## src/rtl/pipeline_hazard_ctrl_if.sv

```systemverilog
// Pipeline-side view of the hazard controller: stage register indices and
// enables in, forwarding selects, stall/flush controls and counters out.
interface pipeline_hazard_ctrl_if #(
  parameter int unsigned REG_WIDTH = 5,
  parameter int unsigned CNT_WIDTH = 32
);
  logic [REG_WIDTH-1:0] rs1_d;
  logic [REG_WIDTH-1:0] rs2_d;
  logic [REG_WIDTH-1:0] rs1_e;
  logic [REG_WIDTH-1:0] rs2_e;
  logic [REG_WIDTH-1:0] rd_e;
  logic                 reg_write_e;
  logic [1:0]           result_src_e;
  logic                 mc_op_e;
  logic                 pc_src_e;
  logic [REG_WIDTH-1:0] rd_m;
  logic                 reg_write_m;
  logic [REG_WIDTH-1:0] rd_w;
  logic                 reg_write_w;
  logic                 clr_cnt;

  logic [1:0]           forward_a;
  logic [1:0]           forward_b;
  logic                 stall_f;
  logic                 stall_d;
  logic                 stall_e;
  logic                 flush_d;
  logic                 flush_e;
  logic                 flush_m;
  logic                 mc_busy;
  logic [CNT_WIDTH-1:0] stall_cnt;
  logic [CNT_WIDTH-1:0] flush_cnt;

  modport master (
    output rs1_d, rs2_d, rs1_e, rs2_e, rd_e, reg_write_e, result_src_e,
           mc_op_e, pc_src_e, rd_m, reg_write_m, rd_w, reg_write_w, clr_cnt,
    input  forward_a, forward_b, stall_f, stall_d, stall_e,
           flush_d, flush_e, flush_m, mc_busy, stall_cnt, flush_cnt
  );

  modport slave (
    input  rs1_d, rs2_d, rs1_e, rs2_e, rd_e, reg_write_e, result_src_e,
           mc_op_e, pc_src_e, rd_m, reg_write_m, rd_w, reg_write_w, clr_cnt,
    output forward_a, forward_b, stall_f, stall_d, stall_e,
           flush_d, flush_e, flush_m, mc_busy, stall_cnt, flush_cnt
  );
endinterface

```

## src/rtl/pipeline_hazard_ctrl.sv

```systemverilog
// Hazard unit for a 5-stage pipeline: operand forwarding, load-use stall,
// branch flush, multi-cycle E-stage occupancy FSM and stall/flush counters.
module pipeline_hazard_ctrl #(
  parameter int unsigned REG_WIDTH = 5,
  parameter int unsigned MC_LAT    = 4,
  parameter logic [1:0]  LOAD_SRC  = 2'b01,
  parameter int unsigned CNT_WIDTH = 32
) (
  input  logic                   clk,
  input  logic                   rst,
  pipeline_hazard_ctrl_if.slave  io_hz
);

  localparam logic [REG_WIDTH-1:0] ZERO_REG = '0;
  localparam logic [CNT_WIDTH-1:0] CNT_MAX  = '1;
  localparam bit                   MC_EN    = (MC_LAT > 1);
  localparam logic [3:0]           REM_INIT = 4'(MC_LAT - 2);

  typedef enum logic [1:0] {
    ST_IDLE = 2'd0,
    ST_BUSY = 2'd1,
    ST_DONE = 2'd2
  } state_t;

  state_t               r_state;
  logic [3:0]           r_rem;
  logic                 r_mc_busy;
  logic [CNT_WIDTH-1:0] r_stall_cnt;
  logic [CNT_WIDTH-1:0] r_flush_cnt;

  logic       w_lw_stall;
  logic       w_mc_stall;
  logic [1:0] w_fwd_a;
  logic [1:0] w_fwd_b;
  logic       w_stall_f;
  logic       w_stall_d;
  logic       w_stall_e;
  logic       w_flush_d;
  logic       w_flush_e;
  logic       w_flush_m;

  // M has priority over W since it holds the younger result.
  function automatic logic [1:0] fwd_sel(
    input logic [REG_WIDTH-1:0] rs,
    input logic [REG_WIDTH-1:0] rd_m,
    input logic                 wr_m,
    input logic [REG_WIDTH-1:0] rd_w,
    input logic                 wr_w
  );
    logic [1:0] sel;
    sel = 2'b00;
    if (rs != ZERO_REG) begin
      if (wr_m && (rs == rd_m))      sel = 2'b10;
      else if (wr_w && (rs == rd_w)) sel = 2'b01;
    end
    return sel;
  endfunction

  always_comb begin
    w_fwd_a = fwd_sel(io_hz.rs1_e, io_hz.rd_m, io_hz.reg_write_m,
                      io_hz.rd_w, io_hz.reg_write_w);
    w_fwd_b = fwd_sel(io_hz.rs2_e, io_hz.rd_m, io_hz.reg_write_m,
                      io_hz.rd_w, io_hz.reg_write_w);
  end

  // The multi-cycle op is never killed: its stall overrides load-use and branch.
  always_comb begin
    w_lw_stall = (io_hz.result_src_e == LOAD_SRC) && io_hz.reg_write_e &&
                 (io_hz.rd_e != ZERO_REG) &&
                 ((io_hz.rs1_d == io_hz.rd_e) || (io_hz.rs2_d == io_hz.rd_e));
    w_mc_stall = ((r_state == ST_IDLE) && io_hz.mc_op_e && MC_EN) ||
                 (r_state == ST_BUSY);
    w_stall_f = 1'b0;
    w_stall_d = 1'b0;
    w_stall_e = 1'b0;
    w_flush_d = 1'b0;
    w_flush_e = 1'b0;
    w_flush_m = 1'b0;
    if (w_mc_stall) begin
      w_stall_f = 1'b1;
      w_stall_d = 1'b1;
      w_stall_e = 1'b1;
      w_flush_m = 1'b1;
    end else begin
      w_stall_f = w_lw_stall || io_hz.pc_src_e;
      w_stall_d = w_lw_stall || io_hz.pc_src_e;
      w_flush_e = w_lw_stall || io_hz.pc_src_e;
      w_flush_d = io_hz.pc_src_e;
    end
  end

  // Occupancy FSM: the IDLE cycle plus MC_LAT-2 BUSY cycles stall, DONE releases.
  always_ff @(posedge clk or posedge rst) begin
    if (rst) begin
      r_state   <= ST_IDLE;
      r_rem     <= 4'd0;
      r_mc_busy <= 1'b0;
    end else begin
      case (r_state)
        ST_IDLE: begin
          if (io_hz.mc_op_e && MC_EN) begin
            r_rem     <= REM_INIT;
            r_state   <= (MC_LAT == 2) ? ST_DONE : ST_BUSY;
            r_mc_busy <= 1'b1;
          end
        end
        ST_BUSY: begin
          if (r_rem == 4'd1) begin
            r_rem   <= 4'd0;
            r_state <= ST_DONE;
          end else begin
            r_rem <= r_rem - 4'd1;
          end
        end
        ST_DONE: begin
          r_state   <= ST_IDLE;
          r_mc_busy <= 1'b0;
        end
        default: begin
          r_state   <= ST_IDLE;
          r_rem     <= 4'd0;
          r_mc_busy <= 1'b0;
        end
      endcase
    end
  end

  // Saturating performance counters; clear wins over increment.
  always_ff @(posedge clk or posedge rst) begin
    if (rst) begin
      r_stall_cnt <= '0;
      r_flush_cnt <= '0;
    end else if (io_hz.clr_cnt) begin
      r_stall_cnt <= '0;
      r_flush_cnt <= '0;
    end else begin
      if (w_stall_f && (r_stall_cnt != CNT_MAX)) r_stall_cnt <= r_stall_cnt + CNT_WIDTH'(1);
      if (w_flush_d && (r_flush_cnt != CNT_MAX)) r_flush_cnt <= r_flush_cnt + CNT_WIDTH'(1);
    end
  end

  assign io_hz.forward_a = w_fwd_a;
  assign io_hz.forward_b = w_fwd_b;
  assign io_hz.stall_f   = w_stall_f;
  assign io_hz.stall_d   = w_stall_d;
  assign io_hz.stall_e   = w_stall_e;
  assign io_hz.flush_d   = w_flush_d;
  assign io_hz.flush_e   = w_flush_e;
  assign io_hz.flush_m   = w_flush_m;
  assign io_hz.mc_busy   = r_mc_busy;
  assign io_hz.stall_cnt = r_stall_cnt;
  assign io_hz.flush_cnt = r_flush_cnt;

endmodule
```

## src/flat_wrapper.sv

```systemverilog
// flat-port wrapper written by rule: the top's interface ports become plain ports
module pipeline_hazard_ctrl_flat 
#(
  parameter int unsigned REG_WIDTH = 5,
  parameter int unsigned MC_LAT    = 4,
  parameter logic [1:0]  LOAD_SRC  = 2'b01,
  parameter int unsigned CNT_WIDTH = 32
)
  (clk, rst, io_hz_rs1_d, io_hz_rs2_d, io_hz_rs1_e, io_hz_rs2_e, io_hz_rd_e, io_hz_reg_write_e, io_hz_result_src_e, io_hz_mc_op_e, io_hz_pc_src_e, io_hz_rd_m, io_hz_reg_write_m, io_hz_rd_w, io_hz_reg_write_w, io_hz_clr_cnt, io_hz_forward_a, io_hz_forward_b, io_hz_stall_f, io_hz_stall_d, io_hz_stall_e, io_hz_flush_d, io_hz_flush_e, io_hz_flush_m, io_hz_mc_busy, io_hz_stall_cnt, io_hz_flush_cnt);
  pipeline_hazard_ctrl_if #(.REG_WIDTH(REG_WIDTH), .CNT_WIDTH(CNT_WIDTH)) io_hz_i ();
  input  logic clk;
  input  logic rst;
  input wire logic [$bits(io_hz_i.rs1_d)-1:0] io_hz_rs1_d;
  input wire logic [$bits(io_hz_i.rs2_d)-1:0] io_hz_rs2_d;
  input wire logic [$bits(io_hz_i.rs1_e)-1:0] io_hz_rs1_e;
  input wire logic [$bits(io_hz_i.rs2_e)-1:0] io_hz_rs2_e;
  input wire logic [$bits(io_hz_i.rd_e)-1:0] io_hz_rd_e;
  input wire logic [$bits(io_hz_i.reg_write_e)-1:0] io_hz_reg_write_e;
  input wire logic [$bits(io_hz_i.result_src_e)-1:0] io_hz_result_src_e;
  input wire logic [$bits(io_hz_i.mc_op_e)-1:0] io_hz_mc_op_e;
  input wire logic [$bits(io_hz_i.pc_src_e)-1:0] io_hz_pc_src_e;
  input wire logic [$bits(io_hz_i.rd_m)-1:0] io_hz_rd_m;
  input wire logic [$bits(io_hz_i.reg_write_m)-1:0] io_hz_reg_write_m;
  input wire logic [$bits(io_hz_i.rd_w)-1:0] io_hz_rd_w;
  input wire logic [$bits(io_hz_i.reg_write_w)-1:0] io_hz_reg_write_w;
  input wire logic [$bits(io_hz_i.clr_cnt)-1:0] io_hz_clr_cnt;
  output wire logic [$bits(io_hz_i.forward_a)-1:0] io_hz_forward_a;
  output wire logic [$bits(io_hz_i.forward_b)-1:0] io_hz_forward_b;
  output wire logic [$bits(io_hz_i.stall_f)-1:0] io_hz_stall_f;
  output wire logic [$bits(io_hz_i.stall_d)-1:0] io_hz_stall_d;
  output wire logic [$bits(io_hz_i.stall_e)-1:0] io_hz_stall_e;
  output wire logic [$bits(io_hz_i.flush_d)-1:0] io_hz_flush_d;
  output wire logic [$bits(io_hz_i.flush_e)-1:0] io_hz_flush_e;
  output wire logic [$bits(io_hz_i.flush_m)-1:0] io_hz_flush_m;
  output wire logic [$bits(io_hz_i.mc_busy)-1:0] io_hz_mc_busy;
  output wire logic [$bits(io_hz_i.stall_cnt)-1:0] io_hz_stall_cnt;
  output wire logic [$bits(io_hz_i.flush_cnt)-1:0] io_hz_flush_cnt;
  assign io_hz_i.rs1_d = io_hz_rs1_d;
  assign io_hz_i.rs2_d = io_hz_rs2_d;
  assign io_hz_i.rs1_e = io_hz_rs1_e;
  assign io_hz_i.rs2_e = io_hz_rs2_e;
  assign io_hz_i.rd_e = io_hz_rd_e;
  assign io_hz_i.reg_write_e = io_hz_reg_write_e;
  assign io_hz_i.result_src_e = io_hz_result_src_e;
  assign io_hz_i.mc_op_e = io_hz_mc_op_e;
  assign io_hz_i.pc_src_e = io_hz_pc_src_e;
  assign io_hz_i.rd_m = io_hz_rd_m;
  assign io_hz_i.reg_write_m = io_hz_reg_write_m;
  assign io_hz_i.rd_w = io_hz_rd_w;
  assign io_hz_i.reg_write_w = io_hz_reg_write_w;
  assign io_hz_i.clr_cnt = io_hz_clr_cnt;
  assign io_hz_forward_a = io_hz_i.forward_a;
  assign io_hz_forward_b = io_hz_i.forward_b;
  assign io_hz_stall_f = io_hz_i.stall_f;
  assign io_hz_stall_d = io_hz_i.stall_d;
  assign io_hz_stall_e = io_hz_i.stall_e;
  assign io_hz_flush_d = io_hz_i.flush_d;
  assign io_hz_flush_e = io_hz_i.flush_e;
  assign io_hz_flush_m = io_hz_i.flush_m;
  assign io_hz_mc_busy = io_hz_i.mc_busy;
  assign io_hz_stall_cnt = io_hz_i.stall_cnt;
  assign io_hz_flush_cnt = io_hz_i.flush_cnt;
  pipeline_hazard_ctrl #(.REG_WIDTH(REG_WIDTH), .MC_LAT(MC_LAT), .LOAD_SRC(LOAD_SRC), .CNT_WIDTH(CNT_WIDTH)) u_core (.clk(clk), .rst(rst), .io_hz(io_hz_i));
endmodule
```

## config.mk

```make
export PLATFORM = sky130hd
export DESIGN_NAME = pipeline_hazard_ctrl_flat
export DESIGN_NICKNAME = d
export VERILOG_FILES = /design/src/rtl/pipeline_hazard_ctrl_if.sv /design/src/rtl/pipeline_hazard_ctrl.sv /design/src/flat_wrapper.sv
export SDC_FILE = /design/constraint.sdc
export NUM_CORES = 1
export LEC_CHECK = 0
export ABC_AREA = 1
export BUFFER_PORTS_ARGS = -buffer_cell sky130_fd_sc_hd__buf_2
export CAP_MARGIN = 20
export CORE_MARGIN = 5
export CORE_UTILIZATION = 60
export CTS_CLUSTER_DIAMETER = 120
export DETAILED_ROUTE_END_ITERATION = 6
export HOLD_SLACK_MARGIN = 0.15
export PLACE_DENSITY = 0.92
export SLEW_MARGIN = 40
export SYNTH_ARGS = -nofsm -noshare
export SYNTH_HDL_FRONTEND = slang
export SYNTH_SLANG_ARGS = --single-unit
```

## constraint.sdc

```tcl
create_clock -name clk -period 2.7 [get_ports clk]
set_input_delay 0 -clock clk [delete_from_list [all_inputs] [get_ports clk]]
set_output_delay 0 -clock clk [all_outputs]
set_load 0.1 [all_outputs]
```

==> summary.txt, run 1 <==
Cells and area
  – Final Net Count: 1003
  – Final core occ: 0.724
  – Antenna cells: 0
  – Commonest non-fill, non-tap cells in the layout: nand2_1 (264), buf_2 (119), inv_1 (110), nor2_1 (108), dfrtp_1 (71)
  – Share of layout cells above drive strength 1: 0.186
  – Syn-to-layout area delta: 17.0%
  – Commonest non-fill, non-tap cell in the layout: nand2_1
  – # fillers: 753

Placement
  – Routability congestion estimate: 0.971
  – Detailed Place HPWL: 11200 um
  – Port bufs: 119

Drt
  – DRC violations left: 0
  – Vias per inst: 5.52
  – First DRT Iteration DRCs: 431
  – Routed vias: 5895
  – Detail Route Antenna Nets: 0
  – Routed len/inst: 14.5 um
  – Total wire length: 15500 um
  – DRT Pass-1 Iters: 7

Critical path
  – Startpoint types: flip-flop
  – Required time worst endpoint: 2.99 ns
  – Setup CP Type: reg -> reg
  – R2R Setup Slk: 0.43 ns
  – FF-to-FF Start: u_core.io_hz.stall_cnt[0]
  – Critical path data arrival time: 2.56 ns
  – CP max FO: 32
  – R2R cell count: 9
  – Crit. End Element: flip-flop
  – Reg2reg end: u_core.io_hz.stall_cnt[18]

Yosys
  – Cell count after synthesis: 838
  – Yosys warnings: 0
  – Yosys cell types: 33
  – Cell Area, Synth: 0.00543 mm^2
  – Synthesized net count: 887
  – Register area share after synthesis: 0.327
  – Synth Register Bits: 71
  – Syn Area/Cell: 6.47 um^2

Global route
  – Total track usage: 0.279
  – Largest net degree at the start of global routing: 72
  – First-pass GRT wire length: 25900 um
  – Vias in the first global route: 5440
  – Initial antenna violation count: 0
  – Global route total overflow: 0

STA
  – Final Setup Violations: 0
  – Fin crit share: 0.840
  – Worst slew pin tran: 0.667 ns
  – Post-route setup TNS: 0 ns
  – RSZ-0062 raised after global routing: no
  – FMAX: 441 MHz
  – Final Hold Viols: 0
  – Pins Over Slew Limit: 0
  – Max-slew headroom: 0.555
  – Worst setup skew after layout: 0.0142 ns
  – Crit path time final: 2.27 ns

Min path
  – Hold/Removal Path Class: in -> async

Clock tree
  – Worst skew pair latency: 0.36 ns
  – Clk sinks: 71
  – Clk buf depth: 2
  – Root buffer cell: clkbuf_8
  – Total CTS buffers: 9
  – Post-CTS Hold Buffers: 4
  – Worst-path clk slew: 0.09 ns
  – CTS tree: yes
  – H-tree depth: 3
  – Setup repair bufs after CTS: 0
  – Post_cts resized: 0

Floorplanning
  – Die height: 105 um
  – Initial cell density of the core: 0.619
  – Die width: 105 um
  – Core area: 0.00876 mm^2
  – Core Rows: 34
  – Ports: 120
  – Die area: 0.0110 mm^2

Power and ir drop
  – Peak VDD IR: 0.296 mV
  – Pwr Density: 497 mW/mm^2
  – Lkg Pwr: 3.37 nW

Job
  – Max-cap viol count: 0

Status
  – Run status: finished clean
## metal layers
layer | GRT usage | part of all wire | routed length (um)
met1 | 0.363 | 0.42 | 6490
met2 | 0.465 | 0.48 | 7500
met4 | 0.109 | 0.026 | 401
met3 | 0.0432 | 0.073 | 1130
met5 | 0 | 0 | 0
## worst max path at each step
stage | start | to | slack [ns] | cells after the start
2_1_floorplan | u_core.r_state[0] | io_hz_flush_e | 0.16 | 5
3_5_place_dp | u_core.io_hz.flush_cnt[0] | u_core.io_hz.flush_cnt[28] | 0.46 | 12
5_1_grt | u_core.io_hz.stall_cnt[0] | u_core.io_hz.stall_cnt[3] | 0.16 | 9
6_report | u_core.io_hz.stall_cnt[0] | u_core.io_hz.stall_cnt[18] | 0.43 | 9
3_3_place_gp | u_core.io_hz.flush_cnt[0] | u_core.io_hz.flush_cnt[20] | 0.48 | 12
4_1_cts | u_core.io_hz.stall_cnt[0] | u_core.io_hz.stall_cnt[3] | 0.45 | 9
## through the flow
| step | cells | instance area (um^2) | power (mW) | hold slack (ns) | setup WS (ns) |
|---|---|---|---|---|---|
| finish | 1067 | 6350 | 3.16 | 0.370 | 0.433 |
| global route | 1067 | 6350 | 3.30 | 0.453 | 0.159 |
| global placement | 1047 | 6070 | 2.13 | 0.325 | 0.480 |
| CTS | 1067 | 6350 | 3.15 | 0.382 | 0.450 |
| detailed placement | 1047 | 6080 | 2.15 | 0.213 | 0.456 |
| floorplan | 838 | 5440 | 1.98 | 0.146 | 0.158 |
## kinds of logic (layout without fill, tap and decap cells)
group / Yosys count / count (layout) / synth area share
flops: 71 / 71 / 0.327
simple gates: 533 / 533 / 0.431
buf+inv: 142 / 263 / 0.109
xor+xnor: 42 / 42 / 0.0678
fa+ha+maj: 4 / 4 / 0.00923
compound gates: 46 / 46 / 0.0556
## cells in the mapped netlist
cell        n  area share
o22ai_1     3      0.0035
nand2_1   265        0.18
buf_4       2      0.0028
clkbuf_1   15       0.010
nor3_1     18       0.017
nand4_2     1      0.0023
inv_1     112       0.077
nor4_1      5      0.0058
nor3_2      2      0.0037
nor2_8      1      0.0037
nand2_4     1      0.0021
a21o_1      2      0.0028
nor2_4      1      0.0021
buf_2       2      0.0018
inv_2       3      0.0021
xnor2_1    15       0.024
ha_1        4      0.0092
xor2_1     27       0.044
dfrtp_1    71        0.33
buf_6       6       0.012
nor2_2      4      0.0046
a221oi_1    1      0.0016
o21ai_2    12       0.019
o221ai_1    1      0.0016
nand3_1    70       0.065
o21ai_0    14       0.013
nor2_1    108       0.075
nand4_1    52       0.060
o31ai_1     4      0.0055
a21oi_1     9      0.0083
nand2_2     3      0.0035
inv_4       2      0.0023
nand3_2     2      0.0037
## cell type report
type | instances | area (um^2) | area share
multi-input cells | 625 | 3070 | 0.484
well taps | 108 | 135 | 0.0213
clock buffers | 10 | 138 | 0.0217
clock inverters | 6 | 91.3 | 0.0144
flip-flops and latches | 71 | 1780 | 0.280
inverters | 117 | 444 | 0.0700
repair buffers | 130 | 692 | 0.109
## state kept, by name, summed over array words and instances (netlist names)
| name | cells |
|---|---|
| u_core.io_hz.stall_cnt | 32 |
| u_core.io_hz.flush_cnt | 32 |
| u_core.r_rem | 4 |
| u_core.r_state | 2 |
| u_core.io_hz.mc_busy | 1 |
## power breakdown
group	leakage, nW	internal [mW]	switching (mW)	total (mW)
clock network	0.117	0.552	0.455	1.01
registers	0.977	1.12	0.0385	1.16
logic	2.28	0.200	0.788	0.987
total	3.37	1.88	1.28	3.16
## worst max-delay path, cell delays in order, from the launching register on
cell and delay [ns]:
dfrtp_1 0.47, ha_1 0.30, nand2_1 0.09, nor2_2 0.20
nand3_2 0.14, nor2_2 0.15, nand4_2 0.11, nand2_2 0.49
nand3_1 0.15, nand2_1 0.10
(Power assumes the default switching activity.)
==> run 2, diff against run 1 <==
--- a/config.mk
+++ b/config.mk
@@ -9,11 +9,11 @@
 export BUFFER_PORTS_ARGS = -buffer_cell sky130_fd_sc_hd__buf_2
 export CAP_MARGIN = 20
 export CORE_MARGIN = 5
-export CORE_UTILIZATION = 60
+export CORE_UTILIZATION = 50
 export CTS_CLUSTER_DIAMETER = 120
 export DETAILED_ROUTE_END_ITERATION = 6
 export HOLD_SLACK_MARGIN = 0.15
-export PLACE_DENSITY = 0.92
+export PLACE_DENSITY = 0.82
 export SLEW_MARGIN = 40
 export SYNTH_ARGS = -nofsm -noshare
 export SYNTH_HDL_FRONTEND = slang
==> constraint.sdc (replaced) <==
create_clock -name clk -period 1.8 [get_ports clk]
set_input_delay 0 -clock clk [delete_from_list [all_inputs] [get_ports clk]]
set_output_delay 0 -clock clk [all_outputs]
set_load 0.1 [all_outputs]
==> summary.txt, run 2 (synthesis gave the netlist of run 1 again) <==
Clock tree
  – Root buffer cell: clkbuf_8
  – CTS tree: yes
  – H-tree depth: 3
  – Worst-path clk slew: 0.08 ns
  – Total CTS buffers: 9
  – Worst skew pair latency: 0.37 ns
  – Clk buf depth: 2
  – Clk sinks: 71

Status
  – Run status: finished, violations left
  – Failing checks: setup timing

Floorplanning
  – Ports: 120
  – Initial cell density of the core: 0.505
  – Die height: 114 um
  – Core area: 0.0107 mm^2
  – Die area: 0.0130 mm^2
  – Core Rows: 38
  – Die width: 114 um

Job
  – Max-cap viol count: 0

Global route
  – Largest net degree at the start of global routing: 65
  – First-pass GRT wire length: 26700 um
  – Total track usage: 0.253
  – Initial antenna violation count: 0
  – Global route total overflow: 0
  – Vias in the first global route: 5718

Critical path
  – Startpoint types: flip-flop
  – Required time worst endpoint: 2.05 ns
  – CP peak stage delay: 0.42 ns
  – CP most frequent cell: nand2_4
  – Reg2reg end: u_core.io_hz.flush_cnt[10]
  – Setup CP Type: reg -> reg
  – Critical-path top delay cell: dfrtp_2
  – Critical path data arrival time: 2.07 ns
  – Crit. End Element: flip-flop
  – Worst-path cell chain: nand2_4, nor3_4, nand2_4, nor2_4, nand2_2, nand2_4, clkinv_8, nor2_8, buf_6, nand2_1, o31ai_2
  – FF-to-FF Start: u_core.io_hz.flush_cnt[4]
  – CP max FO: 7
  – R2R cell count: 11
  – R2R Setup Slk: -0.01 ns

STA
  – Worst slew pin tran: 0.590 ns
  – Fin worst setup slack: -0.0134 ns
  – Final Setup Violations: 1
  – FMAX: 551 MHz
  – Crit path time final: 1.81 ns
  – Final Hold Viols: 0
  – Fin crit share: 1.01
  – Pins Over Slew Limit: 0
  – RSZ-0062 raised after global routing: yes
  – Worst setup skew after layout: 0.0169 ns
  – Max-slew headroom: 0.603
  – Hold WS: 0.201 ns

Power and ir drop
  – Lkg Pwr: 3.68 nW
  – Peak VDD IR: 0.440 mV
  – Pwr Density: 673 mW/mm^2
  – Power Total: 4.85 mW

Cells and area
  – Final Net Count: 1062
  – Syn-to-layout area delta: 32.9%
  – Commonest non-fill, non-tap cells in the layout: nand2_1 (258), buf_2 (116), inv_1 (108), nor2_1 (102), buf_4 (58)
  – Reg area: 0.00184 mm^2
  – # fillers: 945
  – Share of layout cells above drive strength 1: 0.322
  – Antenna cells: 0
  – Area of the multi-input gates: 0.00330 mm^2
  – Final core occ: 0.671
  – Commonest non-fill, non-tap cell in the layout: nand2_1

Drt
  – Total wire length: 16500 um
  – Vias per inst: 5.30
  – First DRT Iteration DRCs: 576
  – DRC violations left: 0
  – DRT Pass-1 Iters: 7
  – Routed vias: 6132
  – Routed len/inst: 14.2 um
  – Detail Route Antenna Nets: 0

Placement
  – Detailed Place HPWL: 12400 um
  – Routability congestion estimate: 0.985
  – Port bufs: 119

Min path
  – Hold/Removal Path Class: in -> async
-- run 2: timing repair --
action,CTS,global route
endpoints found under the setup margin,3,47
hold endpoints to repair,65,0
cloned,0,2
gates resized for setup,2,23
setup buffers,2,12
pin swaps,0,8
hold buffers,3,0
-- run 2: where the power goes --
part | internal (mW) | switching [mW]
Sequential | 1.69 | 0.0555
Combinational | 0.502 | 1.29
Clock | 0.673 | 0.642
-- run 2: stage by stage --
step / worst slack, ns / instance area (um^2) / cells / setup TNS, ns
2_1_floorplan: -0.297 / 5700 / 838 / -23.13
3_3_place_gp: 0.0739 / 6770 / 1123 / 0
3_5_place_dp: 0.00430 / 6770 / 1123 / 0
4_1_cts: 0.00990 / 7010 / 1144 / 0
5_1_grt: -0.0988 / 7210 / 1158 / -1.25
6_report: -0.0134 / 7210 / 1158 / -0.0134
-- run 2: worst max-delay path, delay by kind of cell (launching register included) --
kind            cells  cell delay, ns
compound gates      1            0.07
buf+inv             2            0.22
simple gates        8            1.01
flops               1            0.42
-- run 2: worst max-delay path by stage --
stage | start | endpoint
final | u_core.io_hz.flush_cnt[4] | u_core.io_hz.flush_cnt[10]
after global routing | u_core.io_hz.flush_cnt[4] | u_core.io_hz.flush_cnt[10]
after CTS | u_core.io_hz.flush_cnt[14] | u_core.io_hz.flush_cnt[10]
after detailed placement | u_core.io_hz.flush_cnt[9] | u_core.io_hz.flush_cnt[10]
after global placement | u_core.io_hz.flush_cnt[0] | u_core.io_hz.flush_cnt[17]
after floorplan | u_core.io_hz.flush_cnt[0] | u_core.io_hz.flush_cnt[19]
-- run 2: layer usage --
layer / global-route usage / wire length, um / part of all wire / vias to the layer above
met3: 0.0439 / 1080 / 0.065 / 50
met1: 0.322 / 6880 / 0.42 / 2800
li1: - / - / - / 3020
met2: 0.427 / 8030 / 0.49 / 262
met5: 0 / 0 / 0 / -
met4: 0.101 / 491 / 0.030 / 0
-- run 2: final cells by class --
cell class,count,share of cell area
clock buffers,12,0.0201
multi-input cells,625,0.458
flip-flops and latches,71,0.255
well taps,140,0.0243
repair buffers,189,0.172
clock inverters,4,0.00625
inverters,117,0.0633
==> run 3, diff against run 2 <==
--- a/config.mk
+++ b/config.mk
@@ -8,12 +8,12 @@
 export ABC_AREA = 1
 export BUFFER_PORTS_ARGS = -buffer_cell sky130_fd_sc_hd__buf_2
 export CAP_MARGIN = 20
-export CORE_MARGIN = 5
 export CORE_UTILIZATION = 50
 export CTS_CLUSTER_DIAMETER = 120
 export DETAILED_ROUTE_END_ITERATION = 6
 export HOLD_SLACK_MARGIN = 0.15
 export PLACE_DENSITY = 0.82
+export SKIP_LAST_GASP = 1
 export SLEW_MARGIN = 40
 export SYNTH_ARGS = -nofsm -noshare
 export SYNTH_HDL_FRONTEND = slang
==> summary.txt, run 3 (synthesis gave the netlist of run 1 again) <==
Critical path
  – FF-to-FF Start: u_core.io_hz.flush_cnt[0]
  – CP max FO: 6
  – Critical-path top delay cell: dfrtp_2
  – Worst-path cell chain: ha_4, nand3_4, inv_2, nand2_4, nor2_4, nand2_2, nand2_4, clkinv_8, nor2_8, buf_6, nand2_1, o31ai_1
  – Delay-heaviest family, CP: simple AND/OR/NAND/NOR gates
  – CP most frequent cell: nand2_4
  – Critical path data arrival time: 2.04 ns
  – R2R Setup Slk: 0.0009 ns
  – Required time worst endpoint: 2.04 ns
  – CP peak stage delay: 0.43 ns
  – Reg2reg end: u_core.io_hz.flush_cnt[5]
  – Startpoint types: flip-flop
  – Setup CP Type: reg -> reg
  – R2R cell count: 12
  – Crit. End Element: flip-flop
  – CP bufs+invs: 3

Global route
  – Global route total overflow: 0
  – Vias in the first global route: 5697
  – Largest net degree at the start of global routing: 42
  – Total track usage: 0.291
  – First-pass GRT wire length: 26300 um
  – Initial antenna violation count: 0

Power and ir drop
  – Peak VDD IR: 0.776 mV
  – Clk pwr share: 0.276
  – Int Pwr: 2.85 mW
  – Lkg Pwr: 3.57 nW
  – Switching power: 2.01 mW
  – Net Sw Frac: 0.413
  – Flop pwr share: 0.360
  – Pwr Density: 687 mW/mm^2
  – Comb pwr share: 0.363

Drt
  – Vias per inst: 5.35
  – Detail Route Antenna Nets: 0
  – First DRT Iteration DRCs: 500
  – Routed vias: 6098
  – DRC violations left: 0
  – DRT Pass-1 Iters: 5
  – Routed len/inst: 14.2 um
  – Total wire length: 16200 um

Min path
  – Hold/Removal Path Class: in -> async

Placement
  – Routability congestion estimate: 0.989
  – Detailed Place HPWL: 12000 um
  – Port bufs: 119

Cells and area
  – Syn-to-layout area delta: 30.4%
  – Antenna cells: 0
  – Commonest non-fill, non-tap cell in the layout: nand2_1
  – Final Net Count: 1048
  – Final core occ: 0.679
  – Commonest non-fill, non-tap cells in the layout: nand2_1 (260), buf_2 (117), inv_1 (108), nor2_1 (97)
  – # fillers: 930
  – Share of layout cells above drive strength 1: 0.311

Floorplanning
  – Core Rows: 37
  – Die width: 106 um
  – Initial cell density of the core: 0.521
  – Die height: 106 um
  – Core area: 0.0104 mm^2
  – Ports: 120
  – Die area: 0.0113 mm^2

Clock tree
  – Worst skew pair latency: 0.36 ns
  – CTS tree: yes
  – H-tree depth: 3
  – Clk sinks: 71
  – Total CTS buffers: 9
  – Root buffer cell: clkbuf_8
  – Clk buf depth: 2
  – Worst-path clk slew: 0.09 ns

STA
  – RSZ-0062 raised after global routing: yes
  – Max-slew headroom: 0.558
  – FMAX: 556 MHz
  – Crit path time final: 1.80 ns
  – Final Setup Violations: 0
  – Pins Over Slew Limit: 0
  – Worst setup skew after layout: 0.0200 ns
  – Fin crit share: 0.999
  – Worst slew pin tran: 0.657 ns
  – Hold WS: 0.183 ns
  – Final Hold Viols: 0

Status
  – Run status: finished clean

Job
  – Max-cap viol count: 0
==> run 3: metrics by stage <==
| stage | area, um^2 | power [mW] | setup WS (ns) | cells | TNS [ns] |
|---|---|---|---|---|---|
| after floorplan | 5700 | 3.08 | -0.297 | 838 | -23.13 |
| after global placement | 6710 | 3.43 | 0.0597 | 1112 | 0 |
| after detailed placement | 6710 | 3.46 | 0.0355 | 1112 | 0 |
| after CTS | 6950 | 4.79 | 0.00619 | 1132 | 0 |
| after global routing | 7070 | 5.08 | -0.0999 | 1140 | -1.60 |
| final | 7070 | 4.86 | 0.000917 | 1140 | 0 |
==> run 3: worst min-delay path: cells and delay by family <==
kind / cells / cell delay (ns)
buffers and inverters: 3 / 0.97
==> run 3: timing repair <==
item	4_1_cts	5_1_grt
endpoints found under the hold margin	86	0
setup buffers	0	7
endpoints found under the setup margin	0	60
resized for setup	0	16
hold buffers	4	0
==> run 3: how the worst max path moves through the flow <==
stage,slack (ns),to,depth (start not counted),from
floorplan,-0.30,u_core.io_hz.flush_cnt[19],13,u_core.io_hz.flush_cnt[0]
detailed placement,0.04,u_core.io_hz.flush_cnt[20],12,u_core.io_hz.flush_cnt[0]
global route,-0.1,u_core.io_hz.flush_cnt[4],12,u_core.io_hz.flush_cnt[0]
global placement,0.06,u_core.io_hz.flush_cnt[28],12,u_core.io_hz.flush_cnt[0]
finish,0.0009,u_core.io_hz.flush_cnt[5],12,u_core.io_hz.flush_cnt[0]
CTS,0.006,io_hz_stall_f,7,u_core.r_state[1]
==> run 3: per-layer routing <==
metal  routed length [um]  up-vias  part of all wire  GRT usage
li1                     -     2999                 -          -
met1                 6810     2782              0.42      0.376
met2                 7780      274              0.48      0.484
met3                 1220       43             0.075     0.0441
met4                  424        0             0.026      0.118
met5                    0        -                 0          0
==> run 3: power by group through the flow <==
stage | Combinational, mW | Clock [mW] | Sequential [mW]
final | 1.76 | 1.34 | 1.75
after global routing | 1.89 | 1.43 | 1.76
after CTS | 1.68 | 1.36 | 1.75
after detailed placement | 1.67 | 0 | 1.78
after global placement | 1.65 | 0 | 1.78
after floorplan | 1.07 | 0 | 2.01
==> run 3: cell type report <==
type                    instances  area, um^2  share of cell area
flip-flops and latches         71        1840               0.260
inverters                     117         457              0.0646
clock buffers                  11         141              0.0200
multi-input cells             625        3270               0.463
clock inverters                 5        58.8             0.00832
repair buffers                175        1130               0.160
well taps                     136         170              0.0241
